### src/rtl/pipe_stall_scheduler.sv
`default_nettype none
// ============================================================================
//  Module   : pipe_stall_scheduler
//  Brief    : Stall/flush scheduler for a 5-stage pipeline (hazards, memory
//             and mul/div waits, branch redirect).
//  Revision : 1.0 - initial release
// ============================================================================
module pipe_stall_scheduler #(
    parameter int MEM_TIMEOUT = 16,
    parameter int CNT_W       = 16
) (
    input  logic             clk,
    input  logic             rst,
    input  logic             ld_use_stall,
    input  logic             br_redirect,
    input  logic             dmem_req,
    input  logic             dmem_ready,
    input  logic             md_start,
    input  logic             md_done,
    input  logic             cnt_clr,
    output logic             pc_en,
    output logic             if_id_en,
    output logic             id_ex_en,
    output logic             ex_mem_en,
    output logic             mem_wb_en,
    output logic             if_id_flush,
    output logic             id_ex_flush,
    output logic             ex_mem_flush,
    output logic             mem_wb_flush,
    output logic [1:0]       state,
    output logic             mem_timeout,
    output logic [CNT_W-1:0] stall_cycles
);

    typedef enum logic [1:0] {
        ST_RUN      = 2'd0,
        ST_MEM_WAIT = 2'd1,
        ST_MD_WAIT  = 2'd2
    } state_t;

    localparam logic [7:0] c_WAIT_LAST = 8'(MEM_TIMEOUT - 1);

    state_t           r_state;
    state_t           w_state_nxt;
    logic [7:0]       r_wait;
    logic [7:0]       w_wait_nxt;
    logic             r_pend;
    logic             w_pend_nxt;
    logic             w_set_timeout;

    always_ff @(posedge clk or posedge rst) begin
        if (rst) begin
            r_state      <= ST_RUN;
            r_wait       <= 8'd0;
            r_pend       <= 1'b0;
            mem_timeout  <= 1'b0;
            stall_cycles <= '0;
        end else begin
            r_state <= w_state_nxt;
            r_wait  <= w_wait_nxt;
            r_pend  <= w_pend_nxt;
            if (w_set_timeout)
                mem_timeout <= 1'b1;
            if (cnt_clr)
                stall_cycles <= '0;
            else if (!pc_en && (stall_cycles != {CNT_W{1'b1}}))
                stall_cycles <= stall_cycles + 1'b1;
        end
    end

    always_comb begin
        pc_en         = 1'b1;
        if_id_en      = 1'b1;
        id_ex_en      = 1'b1;
        ex_mem_en     = 1'b1;
        mem_wb_en     = 1'b1;
        if_id_flush   = 1'b0;
        id_ex_flush   = 1'b0;
        ex_mem_flush  = 1'b0;
        mem_wb_flush  = 1'b0;
        w_state_nxt   = r_state;
        w_wait_nxt    = r_wait;
        w_pend_nxt    = r_pend;
        w_set_timeout = 1'b0;

        case (r_state)
            ST_RUN: begin
                if (dmem_req && !dmem_ready) begin
                    {pc_en, if_id_en, id_ex_en, ex_mem_en, mem_wb_en} = 5'b0;
                    mem_wb_flush = 1'b1;
                    w_state_nxt  = ST_MEM_WAIT;
                    w_wait_nxt   = 8'd1;
                    // A redirect resolved while ID freezes is replayed on release
                    w_pend_nxt   = br_redirect && !ld_use_stall;
                end else if (md_start && !md_done) begin
                    {pc_en, if_id_en, id_ex_en} = 3'b0;
                    ex_mem_flush = 1'b1;
                    w_state_nxt  = ST_MD_WAIT;
                    w_pend_nxt   = br_redirect && !ld_use_stall;
                end else if (ld_use_stall) begin
                    // Redirect is dropped: its operand is not yet valid
                    pc_en       = 1'b0;
                    if_id_en    = 1'b0;
                    id_ex_flush = 1'b1;
                end else if (br_redirect) begin
                    if_id_flush = 1'b1;
                end
            end
            ST_MEM_WAIT: begin
                if (dmem_ready || (r_wait == c_WAIT_LAST)) begin
                    if_id_flush   = br_redirect || r_pend;
                    mem_wb_flush  = !dmem_ready;
                    w_set_timeout = !dmem_ready;
                    w_pend_nxt    = 1'b0;
                    w_wait_nxt    = 8'd0;
                    w_state_nxt   = ST_RUN;
                end else begin
                    {pc_en, if_id_en, id_ex_en, ex_mem_en, mem_wb_en} = 5'b0;
                    mem_wb_flush = 1'b1;
                    w_wait_nxt   = r_wait + 8'd1;
                    if (br_redirect)
                        w_pend_nxt = 1'b1;
                end
            end
            ST_MD_WAIT: begin
                if (md_done) begin
                    if_id_flush = br_redirect || r_pend;
                    w_pend_nxt  = 1'b0;
                    w_state_nxt = ST_RUN;
                end else begin
                    {pc_en, if_id_en, id_ex_en} = 3'b0;
                    ex_mem_flush = 1'b1;
                    if (br_redirect)
                        w_pend_nxt = 1'b1;
                end
            end
            default: begin
                w_state_nxt = ST_RUN;
            end
        endcase
    end

    assign state = r_state;

endmodule
`default_nettype wire
### config.mk
export PLATFORM = sky130hd
export DESIGN_NAME = pipe_stall_scheduler
export DESIGN_NICKNAME = d
export VERILOG_FILES = /design/src/rtl/pipe_stall_scheduler.sv
export SDC_FILE = /design/constraint.sdc
export NUM_CORES = 1
export LEC_CHECK = 0
export BUFFER_PORTS_ARGS = -buffer_cell sky130_fd_sc_hd__buf_2
export CORE_MARGIN = 1
export CORE_UTILIZATION = 40
export CTS_BUF_LIST = sky130_fd_sc_hd__clkbuf_8
export CTS_CLUSTER_DIAMETER = 60
export DETAILED_ROUTE_END_ITERATION = 10
export PLACE_DENSITY = 0.68
export SLEW_MARGIN = 25
export SYNTH_ARGS = -nofsm -noshare
export SYNTH_HDL_FRONTEND = slang
export SYNTH_SLANG_ARGS = --single-unit
### constraint.sdc
create_clock -name clk -period 6.5 [get_ports clk]
set_clock_uncertainty 0.15 [all_clocks]
set_input_delay 0 -clock clk [delete_from_list [all_inputs] [get_ports clk]]
set_output_delay 0 -clock clk [all_outputs]
set_load 0.1 [all_outputs]
# Yosys cells after proc, flatten, opt, wreduce, memory -nomap -nowiden
# Index checks and enable logic that the tools add are counted.
# word_totals
register_bits,28
mem_count,0
input_bits,9
output_inout_bits,28
latch_bits,0
ram_bits,0
mem_bits_ro,0
elab_cells,79
# op_classes
eq_ne,8
n_bitwise,0
magnitude_cmp,0
n_mul,0
n_mux,47
reduce_logical,17
n_div,0
shift,0
n_addsub,2
# ops
op,count
$mux 16,2
$mux 1,30
$add 16x1->16 const B,1
$mux 8,2
$ne 16x16->1 const B,1
$pmux 8 s2,1
$pmux 1 s3,4
$add 8x1->8 const B,1
$eq 8x4->1 const B,1
$mux 2,4
$ne 2x2->1 const B,3
$pmux 1 s2,3
$pmux 2 s3,1
$logic_and 1x1->1,4
$logic_not 1->1,4
$reduce_and 2->1,2
$reduce_bool 2->1,2
$ne 3x3->1 const B,1
$reduce_and 3->1,1
$reduce_bool 3->1,1
$eq 2x1->1 const B,1
$eq 2x2->1 const B,1
$logic_not 2->1,1
$logic_or 1x1->1,2

# Depth between registers and ports, before layout
# logic_depth
depth_word,9
ltp_mapped,8
depth_no_buf,7

# Worst setup path after synthesis
# Ideal clock, no wire load.
# synth_timing
path_kind,register to output
startpoint,"register r_state[0], in the netlist state[0]"
endpoint,output port if_id_flush
path_stages_with_launch,7
n_path_buf,0
t_arrival_ps,3159
slack_ps,3191
required_ps,6350
path_cell_list,dfrtp_1 > inv_1 > ha_1 > o21ai_0 > a21oi_1 > o21ai_0 > a21oi_1
# synth_between
elab_chain_cells,2
word_cells_on_any_way,4
classes_between,eq/ne: 2; mux: 1; reduce/logical: 1
# synth_lines
element,line,source
from (decl),43,state_t r_state;
from (signal assigned),59,r_state <= w_state_nxt;
$eq 2x2->1 (tied with other cells),86,case (r_state)
$pmux 1 s3 *,86,
to (decl),26,"output logic if_id_flush,"
# Mark *: on every way between the ends. The rest lies on a longest branch, timed or not.

# Final worst setup path
# layout_timing
startpoint,"register r_state[1], in the netlist state[1]"
endpoint,output port ex_mem_en
# layout_between
elab_chain_cells,2
word_cells_on_any_way,3
classes_between,eq/ne: 1; mux: 1; reduce/logical: 1
# layout_lines
element,line,source
$eq 2x1->1 or $logic_not 2->1 (tied branches),86,
$pmux 1 s2 *,86,
to (decl),24,"output logic ex_mem_en,"
# Marks and branches as above.

==> metrics.yaml <==
critical_path:
  cp_max_fo: 12
  crit_type: "reg -> out"
  required_ns: 6.35
  worstSetupEndpointType: "primary output"
  cp-start-kind: "register"
  critical_path_arrival_ns: 2.32
routing:
  routedWlPerCell_um: 13.62
  drt_iter0_drc: 101
  ant_nets: 0
  routed_wl_um: 3827
  vias_per_cell: 5.502
  drc: 0
  vias: 1546
  dr.pass1.iters: 4
sta:
  slew-limit-headroom_pct: 48.77
  period_share_pct: 37.99
  fmax_ghz: 0.4050
  rsz0062_at_grt: "false"
  setup-tns-final_ns: 0
  tightest_slew_ns: 0.7633
  drv_slew: 0
  finalHoldViolCount: 0
  setup_viol: 0
  finalCriticalPeriod_ns: 2.469
global_route:
  grt_pass1_wl_um: 6072
  met3_usage_pct: 1.974
  top_usage_layer: "met2"
  gr-usage-met1_pct: 24.12
  antenna_found_initial: 0
  grt_pass1_vias: 1309
  met2_usage_pct: 27.57
  grt.overflow.total: 0
  grtUsageTotal_pct: 17.26
  grt_max_degree: 29
finish:
  final_nets: 247
  final_layout_size_suffix_gt1_share_pct: 23.38
  regArea_um2: 700.7
  multiInputGateArea_mm2: 0.001015
  area_growth_pct: 17.11
  antennaDiodeCount: 0
  final_cells: 281
  final_area_mm2: 0.002090
  nFillCells: 403
synthesis:
  synth_edf_count: 0
  async_flop_share_pct: 100.0
  yosys-top-cells-area: "dfrtp_1, a21oi_1, ha_1, nor2_1, nand4_1"
  synth.net_count: 208
  synth_most_common_cell: "dfrtp_1"
  yosys_register_bits: 28
  syn_area_mm2: 0.001784
  ys_top_cells_by_count: "dfrtp_1, nor2_1, a21oi_1"
  yosysUniqueCellTypes: 50
  synth-main-ff-cell: "dfrtp_1"
  postSynthAreaPerCell_um2: 9.245
  synthCells: 193
  yosysWarnings: 0
  synth_top_area_share_pct: 39.27
  synth_top_cell_by_area: "dfrtp_1"
  yosysSeqAreaShare_pct: 39.27
die:
  start_util_pct: 43.06
  core_area_mm2: 0.004144
  die_width_um: 68.79
  ios: 37
  die_area_mm2: 0.004731
  die_h_um: 68.79
  rows: 23
outcome:
  status: "completed"
placement:
  port_buffers: 36
  numPlacedInstances: 272
  placed_area_mm2: 0.001984
  dp_hpwl_um: 2803
  place.gp.congestion: 0.8112
flow_run:
  cap_viol_max_count: 0
clocking:
  cts_tree: "yes"
  cts_hold_buf: 5
  cts_buffers: 3
  cts_root_buffer: "clkbuf_8"
  post-cts-setup-buffers: 0
  clk_pin_slew_ns: 0.09
  cts.sinks: 28
  clockBufferDepth: 2
  clk-insertion-delay-late_ns: 0.27
  cts_htree_levels: 1
  cts_resized: 0
power:
  ir_drop_mv: 0.1611
  design_power_total_w: 0.0007663
  p_leak_nw: 0.9604
  powerDensity_mw_per_mm2: 366.8
worst_hold_path:
  hold_class: "in -> reg"
==> state kept, by name, indices dropped and copies added (netlist names) <==
register and count:
r_pend 1, mem_timeout 1, r_wait 8, stall_cycles 16, state 2
==> logic make-up after synthesis <==
logic type	after synthesis	share of synthesized area [%]
buffers and inverters	14	3.857
and+or+nand+nor	90	28.96
AOI/OAI and AO/OA	45	17.67
xor gates and xnor gates	6	2.945
DFF	28	39.27
muxes	4	3.085
adders and majority gates	6	4.207
==> through the flow <==
step | setup slack, ns | hold slack [ns] | util [%]
floorplan | 3.191 | -0.08459 | -
global placement | 3.948 | 0.1701 | 47.89
detailed placement | 3.774 | -0.03985 | 47.89
CTS | 3.717 | 0.03760 | 50.42
global route | 3.804 | 0.06397 | 50.42
finish | 4.031 | 0.03217 | 50.42
==> where the power goes <==
part	internal (W)	switching, W	total, W
sequential	0.000194	0.0000264	0.000220
clock	0.0000542	0.0000537	0.000108
combinational	0.0000920	0.000346	0.000438
==> worst paths after layout <==
check | from | endpoint | slack [ns] | cells after the start
max | state[1] | ex_mem_en | 4.03 | 6
min | dmem_ready | state[0] | 0.03 | 3
max reg2reg | state[1] | r_wait[2] | 4.07 | 6
min reg2reg | mem_timeout | mem_timeout | 0.34 | 1
max in group asynchronous | rst | stall_cycles[4] | 5.63 | 3
min in group asynchronous | rst | stall_cycles[11] | 0.18 | 3
==> cell usage in the layout (no fill, tap or decap), types with 3 or more instances in the layout <==
master / Yosys / final
buf_2: 1 / 36
dfrtp_1: 28 / 28
nor2_1: 19 / 19
a21oi_1: 16 / 16
nand4_1: 10 / 10
o21ai_0: 11 / 10
nand3_1: 9 / 9
nand2_1: 9 / 9
or3_1: 7 / 7
inv_1: 7 / 6
xor2_1: 6 / 6
nand2b_1: 6 / 6
ha_1: 6 / 6
and2_1: 5 / 5
dlygate4sd3_1: 0 / 5
and3_1: 4 / 4
clkbuf_8: 0 / 4
or4_1: 3 / 3
nor2b_1: 3 / 3
mux2_4: 3 / 3
==> critical path, cell delays in order, from the launching register on <==
cell     delay (ns)
dfrtp_1        0.44
inv_1          0.10
ha_1           0.32
inv_1          0.09
o21ai_1        0.62
nand2_1        0.13
buf_2          0.33
==> layout make-up <==
cell class	count	area share, %
Multi-Input combinational cell	151	48.56
Clock buffer	4	2.635
Timing Repair Buffer	41	11.02
Tap cell	50	2.994
Sequential cell	28	33.53
Inverter	7	1.257
==> metal layers <==
metal	share of wire [%]	vias up
li1	-	784
met1	49	724
met2	46	34
met3	3.8	4
met4	1.1	0
met5	0	-
(Power assumes the default switching activity.)
